### src/rtl/adder_8_if.sv
// Operand/result bundle for the registered 8-bit adder/subtractor.
// The master drives operands and mode; the slave returns the registered result.
interface adder_8_if;
    logic [7:0] a;
    logic [7:0] b;
    logic       carry_in;
    logic [7:0] y;
    logic       carry;

    modport master (
        output a,
        output b,
        output carry_in,
        input  y,
        input  carry
    );

    modport slave (
        input  a,
        input  b,
        input  carry_in,
        output y,
        output carry
    );
endinterface

### src/rtl/adder_8.sv
// 8-bit ripple-carry adder/subtractor with a single output register stage.
// carry_in selects the mode: 0 adds, 1 subtracts by inverting B and injecting a carry.
module adder_8 (
    input  logic      clk,
    input  logic      rst,
    adder_8_if.slave  bus
);

    localparam int WIDTH = 8;

    logic [WIDTH-1:0] w_bx;
    logic [WIDTH-1:0] w_sum;
    logic [WIDTH:0]   w_c;
    logic [WIDTH-1:0] r_y;
    logic             r_carry;

    assign w_bx   = bus.b ^ {WIDTH{bus.carry_in}};
    assign w_c[0] = bus.carry_in;

    // Explicit full-adder chain so the carry path is the classic ripple structure.
    for (genvar i = 0; i < WIDTH; i++) begin : g_fa
        assign w_sum[i]  = bus.a[i] ^ w_bx[i] ^ w_c[i];
        assign w_c[i+1]  = (bus.a[i] & w_bx[i]) | (w_c[i] & (bus.a[i] ^ w_bx[i]));
    end

    always_ff @(posedge clk or posedge rst) begin
        if (rst) begin
            r_y     <= '0;
            r_carry <= 1'b0;
        end else begin
            r_y     <= w_sum;
            r_carry <= w_c[WIDTH];
        end
    end

    assign bus.y     = r_y;
    assign bus.carry = r_carry;

endmodule

### src/flat_wrapper.sv
// flat-port wrapper written by rule: the top's interface ports become plain ports
module adder_8_flat 
  (clk, rst, bus_a, bus_b, bus_carry_in, bus_y, bus_carry);
  adder_8_if bus_i ();
  input  logic clk;
  input  logic rst;
  input wire logic [$bits(bus_i.a)-1:0] bus_a;
  input wire logic [$bits(bus_i.b)-1:0] bus_b;
  input wire logic [$bits(bus_i.carry_in)-1:0] bus_carry_in;
  output wire logic [$bits(bus_i.y)-1:0] bus_y;
  output wire logic [$bits(bus_i.carry)-1:0] bus_carry;
  assign bus_i.a = bus_a;
  assign bus_i.b = bus_b;
  assign bus_i.carry_in = bus_carry_in;
  assign bus_y = bus_i.y;
  assign bus_carry = bus_i.carry;
  adder_8 u_core (.clk(clk), .rst(rst), .bus(bus_i));
endmodule
### config.mk
export PLATFORM = sky130hd
export DESIGN_NAME = adder_8_flat
export DESIGN_NICKNAME = d
export VERILOG_FILES = /design/src/rtl/adder_8_if.sv /design/src/rtl/adder_8.sv /design/src/flat_wrapper.sv
export SDC_FILE = /design/constraint.sdc
export NUM_CORES = 1
export LEC_CHECK = 0
export BUFFER_PORTS_ARGS = -buffer_cell sky130_fd_sc_hd__buf_4
export CAP_MARGIN = 20
export CORE_MARGIN = 5
export CORE_UTILIZATION = 37
export CTS_CLUSTER_SIZE = 8
export DETAILED_ROUTE_END_ITERATION = 6
export GPL_ROUTABILITY_DRIVEN = 0
export PLACE_DENSITY_LB_ADDON = 0.2
export SYNTH_ARGS = -nofsm -noshare
export SYNTH_HDL_FRONTEND = slang
export SYNTH_SLANG_ARGS = --single-unit
### constraint.sdc
create_clock -name clk -period 0.8 [get_ports clk]
set_input_delay 0.2 -clock clk [delete_from_list [all_inputs] [get_ports clk]]
set_output_delay 0.2 -clock clk [all_outputs]
set_load 0.005 [all_outputs]
* Word level (Yosys, flattened, before mapping)
Index checks and enable logic that the tools add are counted.
Word-level totals: bits in registers 9, ROM bits 0, memories kept 0, bits in latches 0, input bits 19, bits in writable memories 0
Cells by class: divide/modulo/power cells 0, order comparisons 0, bitwise operators 41, add/subtract/negate cells 0, multiply operators 0, reduce and logical (&&, ||, !) cells 0, equality and inequality tests 0, multiplexer cells 0, shift operators 0
Operator list (number):
- $and 1x1->1 | 16
- $xor 1x1->1 | 16
- $or 1x1->1 | 8
- $xor 8x8->8 | 1

* Longest topological paths before layout
word-level depth 18, mapped depth 11, depth with buffers taken out 10

* Worst setup path after synthesis
Ideal clock, no wire load.
path type input to register, start point input port bus_carry_in, end point register u_core.r_y[7] (netlist: u_core.bus.y[7]), library setup time 0.136 ns, slack -2.389 ns, data required time 0.664 ns, stages 11, arrival 3.053 ns, path through buf_6 xor2_1 fa_1 inv_1 fa_1 fa_1 fa_1 fa_1 fa_1 inv_1 fa_1
On the way: longest elaborated chain between the ends 17, elaborated cells on any way between the ends 31, classes of those cells bitwise (31)
RTL lines:
- start, declared | line flat_wrapper.sv:9 | input wire logic [$bits(bus_i.carry_in)-1:0] bus_carry_in;
- $xor 8x8->8 | line adder_8.sv:17 | assign w_bx = bus.b ^ {WIDTH{bus.carry_in}};
- $xor 1x1->1 | line adder_8.sv:23 | assign w_c[i+1] = (bus.a[i] & w_bx[i]) | (w_c[i] & (bus.a[i] ^ w_bx[i]));
- $and 1x1->1 | line adder_8.sv:23
- $or 1x1->1 | line adder_8.sv:23
- $and 1x1->1 | line adder_8.sv:23
- $or 1x1->1 | line adder_8.sv:23
- $and 1x1->1 | line adder_8.sv:23
- $or 1x1->1 | line adder_8.sv:23
- [2 not listed]
- $and 1x1->1 | line adder_8.sv:23
- $or 1x1->1 | line adder_8.sv:23
- $and 1x1->1 | line adder_8.sv:23
- $or 1x1->1 | line adder_8.sv:23
- $and 1x1->1 | line adder_8.sv:23
- $or 1x1->1 | line adder_8.sv:23
- $xor 1x1->1 (*) | line adder_8.sv:22 | assign w_sum[i] = bus.a[i] ^ w_bx[i] ^ w_c[i];
- via u_core.w_sum[7] | line adder_8.sv:12 | logic [WIDTH-1:0] w_sum;
- end signal, assigned | line adder_8.sv:31 | r_y <= w_sum;
- end, declared | line adder_8.sv:14 | logic [WIDTH-1:0] r_y;
The timed path passes the listed nets; every way through them passes the cells marked *.

* Worst setup path in the final report
start point input port bus_b[0], end point register u_core.r_y[7] (netlist: u_core.bus.y[7])
On the way: longest elaborated chain between the ends 17, elaborated cells on any way between the ends 18, classes of those cells bitwise (18)
RTL lines:
- start, declared | line flat_wrapper.sv:8 | input wire logic [$bits(bus_i.b)-1:0] bus_b;
- $xor 8x8->8 (*) | line adder_8.sv:17
- $xor 1x1->1 | line adder_8.sv:23
- $and 1x1->1 | line adder_8.sv:23
- $or 1x1->1 (*) | line adder_8.sv:23
- $and 1x1->1 (*) | line adder_8.sv:23
- $or 1x1->1 (*) | line adder_8.sv:23
- $and 1x1->1 (*) | line adder_8.sv:23
- $or 1x1->1 (*) | line adder_8.sv:23
- [2 not listed]
- $and 1x1->1 (*) | line adder_8.sv:23
- $or 1x1->1 (*) | line adder_8.sv:23
- $and 1x1->1 (*) | line adder_8.sv:23
- $or 1x1->1 (*) | line adder_8.sv:23
- $and 1x1->1 (*) | line adder_8.sv:23
- $or 1x1->1 (*) | line adder_8.sv:23
- $xor 1x1->1 (*) | line adder_8.sv:22
- via u_core.w_sum[7] | line adder_8.sv:12
Marks and branches as above.

==> run summary <==
- **final design instance area without fill** 852 sq um
- **net total in the final layout** 100
- **Leak Pwr** 0.423 nW
- **kind of end point of the critical path** flop
- **total area of multi-input combinational cells** 248 sq um
- **via count of the first global-routing pass** 372
- **post-synthesis instance total** 39
- **fillcell total** 104
- **post-layout instance count excluding filler cells** 88
- **cells along the critical path** buf_6, mux2_4, fa_2, inv_2, fa_2, fa_2, fa_2, fa_2, fa_2, inv_2, fa_1
- **Final Max Slew Viols** 0
- **netlist area before placement** 507 sq um
- **hold depth** 3
- **number of top-level pins** 28
- **global-route total usage across every layer** 0.0951
- **ant diodes** 0
- **outcome** finished with violations
- **# rows** 13
- **number of placed instances, taps included** 83
- **total number of vias** 349
- **Synth Net Count** 65
- **routed wirelength normalized by instance count** 9.95 microns
- **TritonCTS clock tree** yes
- **GRT overflow** 0
- **final-report hold violation count** 0
- **final setup margin** -1.99 ns
- **post-CTS setup-driven buffer insertion count** 0
- **yosys synthesis warning count** 0
- **area grow syn2layout** 68.1%
- **unrepaired setup endpoints after global routing** true
- **cell repeated most along the worst path** fa_2
- **number of iterations in the first detailed-routing pass** 2
- **post-synth top area share** 0.444
- **maximum resistive drop on vdd** 0.840 mV
- **number of H-tree levels** 1
- **core area** 1300 sq um
- **maximum number of pins on one net before global-route repair** 10
- **class of the worst hold path** input pin to flop
- **max incr delay on CP** 0.40 ns
- **clock tree root driver cell** clkbuf_4
- **aggregate routed wire length** 876 microns
- **initial core utilization** 0.389
- **combined flip-flop and latch cell area** 225 sq um
- **count of different cell masters after synthesis** 7
- **Clock Path Buffers** 2
- **area enclosed by the die boundary** 2210 sq um
- **sinks on the clock net** 9
- **slew at the pin closest to its max-slew limit** 0.228 ns
- **maximum fanout count along the critical path** 2
- **per-instance average area after synthesis** 13.0 sq um
- **Setup violations, final** 17
- **first-pass GRT wire length** 1440 microns
- **layout cells sized above 1** 0.658
- **arrival time worst endpoint** 2.91 ns
- **number of CTS-inserted buffers** 3
- **chip width** 47.0 microns
- **violations in the final reports** negative setup slack
- **number of nets with antenna violations after detailed routing** 0
- **DR vias/cell** 3.97
- **cells taking the most area after synthesis** dfrtp_1, fa_1, inv_1
- **number of buffers added on ports** 27
- **First DRT Iteration DRCs** 1
- **share of synthesized area occupied by flip-flops and latches** 0.444
- **top cell type by total area after synthesis** dfrtp_1
- **Crit path required time** 0.92 ns
- **placed standard-cell area** 762 sq um
- **# DRC** 0
- **total buffers and inverters traversed by the critical path** 3
- **Setup Crit Path Kind** input pin to flop
- **Yosys reg bits** 9
- **Power Density** 1820 nW/um^2
- **count of maximum capacitance violations** 0
- **headroom to the max-slew limit** 0.847
- **peak clock frequency supported by timing** 359 MHz
- **die span in y** 47.0 microns
- **clock slew seen by the registers of the worst setup and hold paths** 0.06 ns
- **family of cells with the greatest summed delay on the critical path** adder cells
- **detailed-placement wirelength estimate** 793 microns
- **antenna violations before repair** 0
- **Power, Total** 1.55 mW
- **final worst-path cycle share** 3.49
- **instance count on the critical path** 11
- **Slowest-stage cell, CP** fa_1
- **Critical Path Source Type** input pin
- **post-layout min period** 2.79 ns
- **Post-Route Utilization** 0.655
cells by family (layout without fill, tap and decap cells):
group / after synthesis / count (layout) / share of synthesized area
xor gates and xnor gates: 8 / 8 / 0.138
DFF: 9 / 9 / 0.444
adders and majority gates: 7 / 7 / 0.277
muxes: 1 / 1 / 0.0222
buffers and inverters: 14 / 48 / 0.119
timing repair:
action                     CTS  global route
hold buffers                 1             0
gates resized for setup     15             3
setup endpoints to repair   17            26
pin swaps                    0             1
hold endpoints to repair     9             0
path summary, 6_finish.rpt:
check,start,slack (ns),endpoint
max in group asynchronous,rst,0.22,u_core.bus.y[2]$_DFF_PP0_
min,bus_b[0],0.21,u_core.bus.y[0]$_DFF_PP0_
max,bus_b[0],-1.99,u_core.bus.y[7]$_DFF_PP0_
min in group asynchronous,rst,0.43,u_core.bus.y[3]$_DFF_PP0_
state kept, by name, summed over array words and instances, names as in the netlist:
signal and cells:
u_core.bus.y 8, u_core.bus.carry 1
cells in the mapped netlist:
cell type	n
xor2_1	3
inv_1	13
dfrtp_1	9
mux2_2	1
xnor2_1	5
buf_6	1
fa_1	7
metal layers:
layer / track usage / wire, microns / up-vias
met1: 0.114 / 323 / 156
li1: - / - / 171
met4: 0.0829 / 27 / 0
met3: 0.0115 / 97 / 2
met2: 0.149 / 427 / 20
met5: 0 / 0 / -
through the flow:
stage	hold slack [ns]	TNS, ns	setup WS (ns)
finish	0.212	-10.27	-1.99
global route	0.226	-10.86	-2.05
CTS	0.200	-10.34	-2.00
detailed placement	0.173	-11.44	-2.30
global placement	0.168	-11.19	-2.24
floorplan	0.0279	-10.62	-2.15
report_power, final:
group / total, mW / switching, mW / leakage, nW / internal (mW)
logic: 0.595 / 0.207 / 0.301 / 0.388
registers: 0.621 / 0.0523 / 0.105 / 0.569
clock network: 0.332 / 0.149 / 0.0177 / 0.184
layout make-up:
| cell class | instances | area share |
|---|---|---|
| timing repair buffer | 31 | 0.329 |
| multi-input combinational | 16 | 0.291 |
| sequential | 9 | 0.264 |
| inverter | 13 | 0.0617 |
| clock buffer | 3 | 0.0264 |
| tap | 15 | 0.0220 |
| clock inverter | 1 | 0.00587 |
cells in the final DEF (no fill, tap or decap):
master / instances
xnor2_1: 5
mux2_4: 1
clkbuf_4: 3
clkinvlp_4: 1
inv_1: 7
clkinv_2: 1
buf_6: 12
fa_1: 1
xor2_1: 2
dfrtp_1: 9
buf_4: 18
xor2_2: 1
inv_2: 5
fa_2: 6
dlygate4sd3_1: 1
(Power assumes the default switching activity.)
